==> src/rtl/id_ex_stage_pkg.sv <==
// Shared encodings for the ID/EX stage.
// Holds the ALUControl opcodes, the forward-select codes driven on
// fwd_a/fwd_b, and the writeback result-select codes that pass through
// the stage unchanged.
package id_ex_stage_pkg;

   typedef enum logic [2:0] {
      ALU_ADD = 3'b000,
      ALU_SUB = 3'b001,
      ALU_AND = 3'b010,
      ALU_OR  = 3'b011,
      ALU_XOR = 3'b100,
      ALU_SLT = 3'b101,
      ALU_MIN = 3'b110
   } alu_op_e;

   typedef enum logic [1:0] {
      FWD_REG = 2'b00,
      FWD_WB  = 2'b01,
      FWD_MEM = 2'b10
   } fwd_sel_e;

   typedef enum logic [1:0] {
      RES_ALU = 2'b00,
      RES_MEM = 2'b01,
      RES_PC4 = 2'b10
   } result_src_e;

endpackage

==> src/rtl/id_ex_stage_forward_unit.sv <==
// Forwarding select logic for the EX stage (purely combinational).
// Ports:
//   rs1, rs2            source register indices of the instruction in EX
//   mem_reg_write/mem_rd  destination of the instruction in MEM
//   wb_reg_write/wb_rd    destination of the instruction in WB
//   fwd_a, fwd_b          operand selects (FWD_REG / FWD_WB / FWD_MEM)
module id_ex_stage_forward_unit
   import id_ex_stage_pkg::*;
#(
   parameter int REG_ADDR_W = 5
) (
   input  logic [REG_ADDR_W-1:0] rs1,
   input  logic [REG_ADDR_W-1:0] rs2,
   input  logic                  mem_reg_write,
   input  logic [REG_ADDR_W-1:0] mem_rd,
   input  logic                  wb_reg_write,
   input  logic [REG_ADDR_W-1:0] wb_rd,
   output logic [1:0]            fwd_a,
   output logic [1:0]            fwd_b
);

   // MEM holds the younger result, so it beats WB. x0 is hardwired to zero
   // and must never pick up a forwarded value.
   function automatic logic [1:0] select_src(input logic [REG_ADDR_W-1:0] rs);
      logic [1:0] sel;
      sel = FWD_REG;
      if (mem_reg_write && (mem_rd != '0) && (mem_rd == rs)) begin
         sel = FWD_MEM;
      end else if (wb_reg_write && (wb_rd != '0) && (wb_rd == rs)) begin
         sel = FWD_WB;
      end
      return sel;
   endfunction

   always_comb begin
      fwd_a = select_src(rs1);
      fwd_b = select_src(rs2);
   end

endmodule

==> src/rtl/id_ex_stage.sv <==
// ID/EX pipeline register and ALU operand select.
// Registers decoded operands/control from ID, forwards MEM/WB results into
// the ALU operands, and turns load-use hazards into bubbles.
// Ports:
//   clk, rst            clock, asynchronous active-high reset
//   stall, flush        hold EX registers / load a bubble (flush wins)
//   id_*                decoded instruction from ID
//   mem_*, wb_*         destinations and results of the later stages
//   load_use_hazard     ID must hold this cycle
//   alu_a, alu_b, alu_control   ALU inputs
//   ex_store_data       forwarded rs2 for stores
//   ex_*                registered fields passed down the pipe
//   fwd_a, fwd_b        forward selects in use this cycle
module id_ex_stage
   import id_ex_stage_pkg::*;
#(
   parameter int N          = 32,
   parameter int REG_ADDR_W = 5
) (
   input  logic                  clk,
   input  logic                  rst,
   input  logic                  stall,
   input  logic                  flush,
   input  logic                  id_valid,
   input  logic [N-1:0]          id_rd1,
   input  logic [N-1:0]          id_rd2,
   input  logic [N-1:0]          id_imm,
   input  logic [N-1:0]          id_pc,
   input  logic [REG_ADDR_W-1:0] id_rs1,
   input  logic [REG_ADDR_W-1:0] id_rs2,
   input  logic [REG_ADDR_W-1:0] id_rd,
   input  logic [2:0]            id_alu_control,
   input  logic                  id_alu_src,
   input  logic                  id_reg_write,
   input  logic                  id_mem_read,
   input  logic                  id_mem_write,
   input  logic                  id_branch,
   input  logic                  id_jump,
   input  logic [1:0]            id_result_src,
   input  logic                  mem_reg_write,
   input  logic [REG_ADDR_W-1:0] mem_rd,
   input  logic [N-1:0]          mem_result,
   input  logic                  wb_reg_write,
   input  logic [REG_ADDR_W-1:0] wb_rd,
   input  logic [N-1:0]          wb_result,
   output logic                  load_use_hazard,
   output logic [N-1:0]          alu_a,
   output logic [N-1:0]          alu_b,
   output logic [2:0]            alu_control,
   output logic [N-1:0]          ex_store_data,
   output logic [N-1:0]          ex_pc,
   output logic [N-1:0]          ex_imm,
   output logic [REG_ADDR_W-1:0] ex_rd,
   output logic                  ex_valid,
   output logic                  ex_reg_write,
   output logic                  ex_mem_read,
   output logic                  ex_mem_write,
   output logic                  ex_branch,
   output logic                  ex_jump,
   output logic [1:0]            ex_result_src,
   output logic [1:0]            fwd_a,
   output logic [1:0]            fwd_b
);

   logic                  ex_alu_src;
   logic [N-1:0]          ex_rd1;
   logic [N-1:0]          ex_rd2;
   logic [REG_ADDR_W-1:0] ex_rs1;
   logic [REG_ADDR_W-1:0] ex_rs2;

   logic                  load_bubble;
   logic                  load_en;
   logic [N-1:0]          fwd_rs1_val;
   logic [N-1:0]          fwd_rs2_val;

   // A load in EX whose destination is read by ID cannot be forwarded in
   // time; ID holds while we insert a bubble, so it re-enters next cycle.
   assign load_use_hazard = ex_valid & ex_mem_read & (ex_rd != '0) & id_valid &
                            ((ex_rd == id_rs1) | (ex_rd == id_rs2));

   // flush overrides stall; the hazard bubble only happens when not stalled.
   assign load_bubble = flush | (~stall & load_use_hazard);
   assign load_en     = ~flush & ~stall & ~load_use_hazard;

   always_ff @(posedge clk or posedge rst) begin
      if (rst) begin
         ex_valid      <= 1'b0;
         ex_reg_write  <= 1'b0;
         ex_mem_read   <= 1'b0;
         ex_mem_write  <= 1'b0;
         ex_branch     <= 1'b0;
         ex_jump       <= 1'b0;
         ex_result_src <= RES_ALU;
         alu_control   <= ALU_ADD;
         ex_alu_src    <= 1'b0;
         ex_rd1        <= '0;
         ex_rd2        <= '0;
         ex_imm        <= '0;
         ex_pc         <= '0;
         ex_rs1        <= '0;
         ex_rs2        <= '0;
         ex_rd         <= '0;
      end else if (load_bubble) begin
         // rs fields cleared too, so a bubble always forwards FWD_REG
         ex_valid      <= 1'b0;
         ex_reg_write  <= 1'b0;
         ex_mem_read   <= 1'b0;
         ex_mem_write  <= 1'b0;
         ex_branch     <= 1'b0;
         ex_jump       <= 1'b0;
         ex_result_src <= RES_ALU;
         alu_control   <= ALU_ADD;
         ex_alu_src    <= 1'b0;
         ex_rd1        <= '0;
         ex_rd2        <= '0;
         ex_imm        <= '0;
         ex_pc         <= '0;
         ex_rs1        <= '0;
         ex_rs2        <= '0;
         ex_rd         <= '0;
      end else if (load_en) begin
         ex_valid      <= id_valid;
         ex_reg_write  <= id_reg_write;
         ex_mem_read   <= id_mem_read;
         ex_mem_write  <= id_mem_write;
         ex_branch     <= id_branch;
         ex_jump       <= id_jump;
         ex_result_src <= id_result_src;
         alu_control   <= id_alu_control;
         ex_alu_src    <= id_alu_src;
         ex_rd1        <= id_rd1;
         ex_rd2        <= id_rd2;
         ex_imm        <= id_imm;
         ex_pc         <= id_pc;
         ex_rs1        <= id_rs1;
         ex_rs2        <= id_rs2;
         ex_rd         <= id_rd;
      end
   end

   id_ex_stage_forward_unit #(
      .REG_ADDR_W (REG_ADDR_W)
   ) u_forward_unit (
      .rs1           (ex_rs1),
      .rs2           (ex_rs2),
      .mem_reg_write (mem_reg_write),
      .mem_rd        (mem_rd),
      .wb_reg_write  (wb_reg_write),
      .wb_rd         (wb_rd),
      .fwd_a         (fwd_a),
      .fwd_b         (fwd_b)
   );

   always_comb begin
      fwd_rs1_val = ex_rd1;
      case (fwd_a)
         FWD_MEM: fwd_rs1_val = mem_result;
         FWD_WB:  fwd_rs1_val = wb_result;
         default: fwd_rs1_val = ex_rd1;
      endcase
   end

   always_comb begin
      fwd_rs2_val = ex_rd2;
      case (fwd_b)
         FWD_MEM: fwd_rs2_val = mem_result;
         FWD_WB:  fwd_rs2_val = wb_result;
         default: fwd_rs2_val = ex_rd2;
      endcase
   end

   // Store data always takes the forwarded rs2, even when the ALU uses imm.
   assign alu_a         = fwd_rs1_val;
   assign alu_b         = ex_alu_src ? ex_imm : fwd_rs2_val;
   assign ex_store_data = fwd_rs2_val;

endmodule

==> config.mk <==
export PLATFORM = sky130hd
export DESIGN_NAME = id_ex_stage
export DESIGN_NICKNAME = d
export VERILOG_FILES = /design/src/rtl/id_ex_stage_pkg.sv /design/src/rtl/id_ex_stage_forward_unit.sv /design/src/rtl/id_ex_stage.sv
export SDC_FILE = /design/constraint.sdc
export NUM_CORES = 1
export LEC_CHECK = 0
export ABC_AREA = 1
export CORE_MARGIN = 2
export CORE_UTILIZATION = 35
export CTS_CLUSTER_DIAMETER = 50
export CTS_CLUSTER_SIZE = 12
export DETAILED_ROUTE_END_ITERATION = 7
export PLACE_DENSITY = 0.7
export SYNTH_ARGS = -nofsm -noshare
export SYNTH_HDL_FRONTEND = slang
export SYNTH_SLANG_ARGS = --single-unit
==> constraint.sdc <==
create_clock -name clk -period 4.5 [get_ports clk]
set_input_delay 0.675 -clock clk [delete_from_list [all_inputs] [get_ports clk]]
set_output_delay 0.675 -clock clk [all_outputs]
set_load 0.01 [all_outputs]
==> metrics.md <==
| Metric | Value |
|---|---|
| Worst hold start | `ex_rd1[28]` |
| Clk Latency, worst-skew pair | `430 ps` |
| Register-to-register setup slack | `2190 ps` |
| Fill count | `2,253` |
| Core area | `0.02425 mm^2` |
| Hold path depth | `2` |
| Initial core utilization | `0.3553` |
| RSZ-0062 raised after global routing | `false` |
| Vias in the first global route | `9,353` |
| First-pass GRT wire length | `54,650 um` |
| Fin Hold WS | `482.3 ps` |
| Mapped cell area | `0.008615 mm^2` |
| Netlist cell types | `27` |
| Final Max Tran Viols | `0` |
| Rel. slew slack | `0.2193` |
| DRC violations left | `0` |
| Worst-path clk slew | `70 ps` |
| Vias post-DR | `9,500` |
| Core Rows | `57` |
| Slowest-stage cell, CP | `clkdlybuf4s50_1` |
| Die Area | `0.02588 mm^2` |
| Worst r2r dst | `ex_rd2[29]` |
| Worst EP required | `3830 ps` |
| Chip height | `160.9 um` |
| Area contributors post-synth | `dfrtp_1 (45%), nand2_1 (25%), nand4_1 (7.0%)` |
| Reg2reg path depth | `8` |
| Cells after Synth | `1,178` |
| H-Tree Depth | `4` |
| Slowest stage delay, CP | `580 ps` |
| Final Critical Period | `4032 ps` |
| TritonCTS Buffers | `17` |
| Post-CTS setup buffers | `0` |
| Clock Tree Root | `clkbuf_16` |
| Initial antenna violation count | `3` |
| Worst vdd ir | `194.6 uV` |
| CP Max Fanout | `22` |
| Hold Buf Count CTS | `0` |
| Post_cts resized | `0` |
| Antenna Nets Post-Route | `0` |
| Drt pass-1 iters | `7` |
| Outcome | `completed` |
| Hold Path End | `ex_rd1[28]` |
| Setup violations, final | `0` |
| Synthesized flop and latch total | `155` |
| Crit share post-route | `0.8960` |
| Fmax | `248.0 MHz` |
| Post-synthesis sequential area ratio | `0.4503` |
| I/O pins | `416` |
| CP endpoint kind | `output port` |
| Wirelength per Cell | `19.20 um` |
| Synth top area share | `0.4503` |
| Async SR Flop Fraction | `1.000` |
| GR Util All Layers | `0.2736` |
| Syn nets | `1,413` |
| Arrival time worst endpoint | `3360 ps` |
| Synth Flop Type | `dfrtp_1` |
| Critical R2R Launch | `ex_rd[3]` |
| Sum Neg Setup Slack | `0 ps` |
| Type of the worst setup path | `in -> out` |
| CTS tree | `built` |
| Largest net degree at the start of global routing | `96` |
| HPWL after DPL | `25,120 um` |
| Avg Cell Area, Syn | `7.313 um^2` |
| Most area-hungry cell type in the Yosys netlist | `dfrtp_1` |
| Buffers on Ports | `415` |
| Critical path cell sequence | `clkdlybuf4s50_1 > nor2_1 > nand3_1 > nand2_1 > inv_1 > nand3_2 > buf_4 > nand3_1 > nand3_1 > nand2_1 > nand2_1 > clkdlybuf4s50_1` |
| Clock tree buffer depth | `2` |
| Pwr dens | `298.2 mW/mm^2` |
| Worst-Margin Slew | `1171 ps` |
| Share of cells above drive strength 1 | `0.05355` |
| GRT overflow | `0` |
| Synth warn | `0` |
| P&R area growth vs syn | `56.66%` |
| Clk_skew | `20.34 ps` |
| Clock sink count | `155` |
| LEAKAGE | `6.307 nW` |
| DRT iter0 DRCs | `862` |
| Number of synthesized flops with an enable pin | `0` |
| Startpoint types | `input port` |
| Final Hold Fails | `0` |
| Routability cong. | `0.9241` |
| Via density | `5.064` |
| Max Cap Viol | `0` |
| Total wire length | `36,010 um` |
| Final net count | `1,772` |
| Hold/Removal Path Class | `reg -> reg` |
| DIE WIDTH | `160.9 um` |
## how the worst max path moves through the flow
stage	to	slack, ps	start
4_1_cts	alu_b[22]	470	wb_rd[0]
6_report	alu_b[22]	470	wb_rd[0]
5_1_grt	alu_b[22]	270	wb_rd[0]
3_3_place_gp	alu_b[22]	490	wb_rd[0]
3_5_place_dp	alu_b[22]	480	wb_rd[0]
2_1_floorplan	alu_control[0]	1870	rst
## critical path: cells and delay by family
family	cells	cell delay, ps
buf+inv	4	1560
simple gates	8	1120
## Yosys cell counts (10+ instances only)
master    instances
nand4_1          96
buf_6            13
xnor2_1          10
buf_2            24
inv_1            18
o21ai_0          55
clkbuf_1         46
nand2_1         564
dfrtp_1         155
nand3_1         112
nor2_1           16
nand3_2          23
xor2_1           12
## cell usage in the layout, fill, tap and decap left out, drive strengths merged, types with 2 or more instances in the layout
cell / n
nor2: 18
dfrtp: 155
clkinv: 2
nand3b: 2
nor3: 3
nand2: 566
diode: 2
a21oi: 3
clkbuf: 17
o21ai: 60
or2: 3
buf: 17
inv: 30
xor2: 12
bufinv: 4
clkdlybuf4s50: 415
nand3: 135
nand4: 96
xnor2: 10
## cell families after synthesis
family | count (synthesis) | synth area share
AND/OR/NAND/NOR | 824 | 0.4241
buffers and inverters | 114 | 0.06667
flip-flops | 155 | 0.4503
XOR/XNOR | 22 | 0.02237
AO/OA/AOI/OAI | 63 | 0.03660
## report_power, final
group	total [mW]	switching, mW	internal [mW]
Combinational	0.872	0.412	0.460
Clock	1.62	0.665	0.956
Sequential	1.53	0.0608	1.47
Total	4.02	1.14	2.89
## per-layer routing
| layer | wire, um | part of all wire | vias to the layer above | global-route usage |
|---|---|---|---|---|
| met5 | 0 | 0 | - | 0 |
| met4 | 1027 | 0.029 | 0 | 0.09700 |
| met3 | 3119 | 0.087 | 56 | 0.07386 |
| met2 | 16830 | 0.47 | 435 | 0.4364 |
| met1 | 15030 | 0.42 | 4432 | 0.3589 |
| li1 | - | - | 4577 | - |
## flip-flops by register name, summed over array words and instances, names as in the netlist, 3 cells and up
name	count
ex_rd2	32
ex_rd	5
alu_control	3
ex_pc	32
ex_rd1	32
ex_imm	32
ex_rs2	5
ex_rs1	5
## final cells by class
| cell class | count | area (um^2) | share of cell area |
|---|---|---|---|
| clock buffer | 17 | 425.4 | 0.03152 |
| sequential | 155 | 3879 | 0.2874 |
| clock inverter | 15 | 222.7 | 0.01650 |
| multi-input combinational | 909 | 4174 | 0.3093 |
| tap | 324 | 405.4 | 0.03004 |
| inverter | 22 | 90.09 | 0.006675 |
| timing repair buffer | 432 | 4294 | 0.3182 |
| antenna | 2 | 5.005 | 0.0003709 |
## through the flow
stage               utilization  power, mW  worst slack [ps]  instance area [um^2]  cells
floorplan                     -      1.869              1866                  8618   1178
CTS                      0.5563      4.066             474.4                 13490   1874
detailed placement       0.5296      2.429             478.2                 12840   1842
global placement         0.5296      2.423             492.4                 12840   1842
finish                   0.5566      4.025             467.8                 13500   1876
global route             0.5565      4.196             272.2                 13490   1875
Power figures use the tool's default switching activity.
